**src/rtl/ror32_if.sv**
```systemverilog
// ror32_if: operand/amount/result bundle for the ror32 rotate-right unit.
// The master drives the operand and rotate amount and observes the result;
// the slave (the rotator) consumes the inputs and drives the result.
interface ror32_if;
  logic [31:0] Ra;         // operand to rotate
  logic [4:0]  shift_amt;  // rotate-right amount, 0..31
  logic [31:0] result;     // registered rotated value

  modport master (
    output Ra,
    output shift_amt,
    input  result
  );

  modport slave (
    input  Ra,
    input  shift_amt,
    output result
  );
endinterface

```
**src/rtl/ror32.sv**
```systemverilog
// ror32: 32-bit registered rotate-right for the ALU ROR instruction.
// A five-stage logarithmic barrel rotator (1, 2, 4, 8, 16 positions) feeds
// a single output register, so each input pair produces its result one
// cycle later with a throughput of one per cycle.
module ror32 (
  input  logic   clk,
  input  logic   reset,
  ror32_if.slave bus
);

  // stage_w[0] is the raw operand; stage_w[k+1] is stage_w[k] optionally
  // rotated by 2**k. Every stage is a pure wire permutation, so no bit is
  // ever zero-filled and all 32 amounts are well defined.
  logic [31:0] stage_w [0:5];
  logic [31:0] result_d;
  logic [31:0] result_q;

  assign stage_w[0] = bus.Ra;

  generate
    for (genvar gi = 0; gi < 5; gi++) begin : g_stage
      localparam int AMT = 1 << gi;
      logic [31:0] rot_w;
      // Rotate right by AMT: the low AMT bits wrap around to the top.
      assign rot_w          = {stage_w[gi][AMT-1:0], stage_w[gi][31:AMT]};
      assign stage_w[gi+1]  = bus.shift_amt[gi] ? rot_w : stage_w[gi];
    end
  endgenerate

  assign result_d = stage_w[5];

  // Output register; reset wins over the data load.
  always_ff @(posedge clk) begin
    if (reset) begin
      result_q <= 32'h0000_0000;
    end else begin
      result_q <= result_d;
    end
  end

  assign bus.result = result_q;

endmodule

```
**src/flat_wrapper.sv**
```systemverilog
// flat-port wrapper written by rule: the top's interface ports become plain ports
module ror32_flat 
  (clk, reset, bus_Ra, bus_shift_amt, bus_result);
  ror32_if bus_i ();
  input  logic clk;
  input  logic reset;
  input wire logic [$bits(bus_i.Ra)-1:0] bus_Ra;
  input wire logic [$bits(bus_i.shift_amt)-1:0] bus_shift_amt;
  output wire logic [$bits(bus_i.result)-1:0] bus_result;
  assign bus_i.Ra = bus_Ra;
  assign bus_i.shift_amt = bus_shift_amt;
  assign bus_result = bus_i.result;
  ror32 u_core (.clk(clk), .reset(reset), .bus(bus_i));
endmodule
```
**config.mk**
```make
export PLATFORM = sky130hd
export DESIGN_NAME = ror32_flat
export DESIGN_NICKNAME = d
export VERILOG_FILES = /design/src/rtl/ror32_if.sv /design/src/rtl/ror32.sv /design/src/flat_wrapper.sv
export SDC_FILE = /design/constraint.sdc
export NUM_CORES = 1
export LEC_CHECK = 0
export ABC_AREA = 1
export BUFFER_PORTS_ARGS = -buffer_cell sky130_fd_sc_hd__buf_4
export CAP_MARGIN = 20
export CORE_MARGIN = 2
export CORE_UTILIZATION = 55
export CTS_CLUSTER_SIZE = 12
export DETAILED_ROUTE_END_ITERATION = 16
export PLACE_DENSITY = 0.81
export SETUP_SLACK_MARGIN = 0.05
export SLEW_MARGIN = 10
export SYNTH_ARGS = -nofsm -noshare
export SYNTH_HDL_FRONTEND = slang
export SYNTH_SLANG_ARGS = --single-unit
```
**constraint.sdc**
```tcl
create_clock -name clk -period 3.5 [get_ports clk]
set_clock_uncertainty 0.2 [all_clocks]
set_input_delay 0.175 -clock clk [delete_from_list [all_inputs] [get_ports clk]]
set_output_delay 0.175 -clock clk [all_outputs]
set_load 0.02 [all_outputs]
```
# --- Word-level counts from Yosys, hierarchy flattened ---
# Cells that the tools add are included.
totals:
  out_inout_bits: 32
  word_cells: 6
  reg_bits: 32
op_classes:
  mux: 5
op_table:
  columns: ["op", "count"]
  rows:
  - ["$mux 32", 5]

# --- Longest topological paths before layout ---
logic_depth:
  ltp_word: 5
  mapped_depth: 11
  ltp_nobuf: 9

# --- Worst setup path before layout ---
# Ideal clock, no wire load.
synth_path:
  path_kind: "in2reg"
  from: "input port bus_shift_amt[1]"
  to: "register u_core.result_q[5] (netlist: u_core.bus.result[5])"
  stages: 8
  t_arrival_ps: 1031
  setup_time_ps: 116
  path_buffers: 2
  t_required_ps: 3184
  slack_ps: 2153
  cell_sequence: "buf_4 inv_2 buf_4 nand3_1 nand3_1 nand3_1 a21oi_1 nor2_2"
synth_between:
  elab_chain_cells: 4
synth_lines:
  columns: ["item", "line_no", "source"]
  rows:
  - ["start, declared", "flat_wrapper.sv:8", "input wire logic [$bits(bus_i.shift_amt)-1:0] bus_shift_amt;"]
  - ["$mux 32 (4 in a row)", "ror32.sv:26", "assign stage_w[gi+1] = bus.shift_amt[gi] ? rot_w : stage_w[gi];"]
  - ["end signal, assigned", "ror32.sv:37", "result_q <= result_d;"]
  - ["end, declared", "ror32.sv:16", "logic [31:0] result_q;"]
# No other way between the ends.
# A chain may end at the register's enable or synchronous reset.

# --- Worst setup path in the final report ---
layout_path:
  from: "input port bus_shift_amt[1]"
  to: "register u_core.result_q[17] (netlist: u_core.bus.result[17])"
# Same word-level chain as after synthesis.

==> flow_summary.json <==
{
  "cp-endpoint": "u_core.bus.result[17]",
  "largest_reg_flops": 32,
  "post_dp_cell_area_um2": 3570,
  "synth_edf_count": 0,
  "cp.required_ps": 3480,
  "syn-num-nets": 530,
  "htreeDepth": 2,
  "io_buffers": 70,
  "drive_gt1_share_pct": 32.7,
  "grtUsageTotal_pct": 29.6,
  "core_area_um2": 5610,
  "avgSynthCellArea_um2": 6.60,
  "dr_wl_met3_um": 522,
  "vdd_drop_max_uv": 213,
  "die_area_um2": 6520,
  "synth-async-reset-ratio_pct": 0,
  "final_max_slew_viol_count": 0,
  "grt_overflow_total": 0,
  "worst_pin_slew_ps": 1020,
  "synth_ff_type": "dfxtp_1",
  "wl_per_cell_um": 15.1,
  "antenna-diode-count": 0,
  "finalNetCount": 570,
  "die_x_um": 80.7,
  "yosysSeqAreaShare_pct": 19.8,
  "syn_inst": 491,
  "wl_met2_mm": 4.49,
  "cts_sinks": 32,
  "period_needed_ps": 1810,
  "clockRootBuffer": "clkbuf_8",
  "finalHoldViolations": 0,
  "cts_resized": 0,
  "ios": 71,
  "cp.arrival_ps": 1790,
  "yosys.area.top_type": "nand3_1",
  "grt_pass1_vias": 3253,
  "gp_congestion": 0.951,
  "cts_hold_buf": 0,
  "num_vias": 3503,
  "grt_antenna_before_repair": 0,
  "cap_violations": 0,
  "final_area_um2": 3660,
  "cp-startpoint": "bus_shift_amt[1]",
  "rows": 27,
  "post_cts_buffers": 0,
  "rsz0062_at_grt": "no",
  "die_h_um": 80.7,
  "min_path_type": "primary input to register",
  "synth_top_area_share_pct": 20.9,
  "p_leak_nw": 1.84,
  "drtAntennaViolNets": 0,
  "drt-total-wl_mm": 9.13,
  "yosys.cell_types.count": 19,
  "worstPathMaxFanout": 33,
  "setup_viol": 0,
  "syn_to_final_growth_pct": 12.9,
  "drc": 0,
  "hpwlAfterDp_mm": 7.02,
  "top_layer": "met4",
  "netlist_area_um2": 3240,
  "yosysWarnings": 0,
  "clockBufferDepth": 2,
  "drtIter0Drc": 269,
  "viasPerCell": 5.80,
  "fmax_ghz": 0.552,
  "post-synth-top-count-cell": "nand3_1",
  "pwr_density_cell_nw_per_um2": 335,
  "outcome": "finished, final reports clean",
  "dr.pass1.iters": 5,
  "crit_type": "primary input to register",
  "cts_tree": "built",
  "numCtsBuffers": 5,
  "synth_commonest_cells": "nand3_1, nand2_1, nand3_2",
  "setup_tns_ps": 0,
  "routedLengthMet1_mm": 3.82,
  "synth_seq_cells": 32,
  "clk_pin_slew_worst_paths_ps": 70,
  "initial_core_util_pct": 57.8,
  "grt_pass1_wl_mm": 15.2,
  "cp-start-kind": "primary input",
  "slew_headroom_pct": 31.9,
  "synthTopCellsByArea": "nand3_1, dfxtp_1, nand3_2",
  "worstSetupEndpointType": "register",
  "grt_max_degree": 65,
  "min_period_over_period_pct": 51.7
}
[critical path, cell delays in order]
cell and delay [ps]:
buf_4 250, inv_2 530, nand3_1 200, nand3_1 180, nand3_1 130, nand2_1 110, nand2_1 60, nand2_1 100
nor2_1 50
[cells by family after synthesis]
family,count (synthesis),share of synthesized area [%]
AND/OR/NAND/NOR,384,65.4
buffers and inverters,43,9.85
flip-flops,32,19.8
AO/OA/AOI/OAI,32,4.94
[metrics by stage]
stage / cells / worst slack [ps] / hold slack [ps] / util [%] / power (W)
detailed placement: 596 / 1430 / 389 / 63.6 / 0.000924
floorplan: 491 / 2150 / 178 / - / 0.000790
CTS: 604 / 1730 / 224 / 65.2 / 0.00123
finish: 604 / 1690 / 239 / 65.2 / 0.00123
global route: 604 / 1520 / 255 / 65.2 / 0.00131
global placement: 596 / 1440 / 388 / 63.6 / 0.000918
[layout make-up]
type                            count  area [um^2]
Multi-Input combinational cell    416         2280
Fill cell                         545         1950
Sequential cell                    32          641
Timing Repair Buffer               70          526
Tap cell                           72         90.1
Clock buffer                        6         82.6
Inverter                            6         30.0
Clock inverter                      2         10.0
[placed cells by master (no fill, tap or decap), drive strengths merged]
master  count
nand3     192
nand2     160
buf        70
a21oi      32
dfxtp      32
nor2       32
clkbuf      6
inv         6
clkinv      2
[report_power, final]
| group | switching, W | internal, W | leakage (nW) | total [W] |
|---|---|---|---|---|
| registers | 0.00000984 | 0.000400 | 0.268 | 0.000410 |
| clock network | 0.000149 | 0.000157 | 0.0510 | 0.000306 |
| logic | 0.000325 | 0.000185 | 1.52 | 0.000510 |
[per-layer routing]
layer | global-route usage (%) | vias to the layer above
met1 | 35.3 | 1588
met2 | 52.7 | 148
li1 | - | 1743
met4 | 12.5 | 0
met3 | 4.78 | 24
met5 | 0 | -
[how the worst min path moves through the flow]
stage | start | end | slack (ps) | cells after the start
CTS | bus_shift_amt[3] | u_core.bus.result[11] | 220 | 4
global route | bus_shift_amt[3] | u_core.bus.result[29] | 260 | 4
detailed placement | u_core.bus.result[25] | bus_result[25] | 390 | 1
global placement | u_core.bus.result[6] | bus_result[6] | 390 | 1
finish | bus_shift_amt[3] | u_core.bus.result[11] | 240 | 4
floorplan | reset | u_core.bus.result[27] | 180 | 3
No activity file was read; power rests on OpenSTA's default activity.
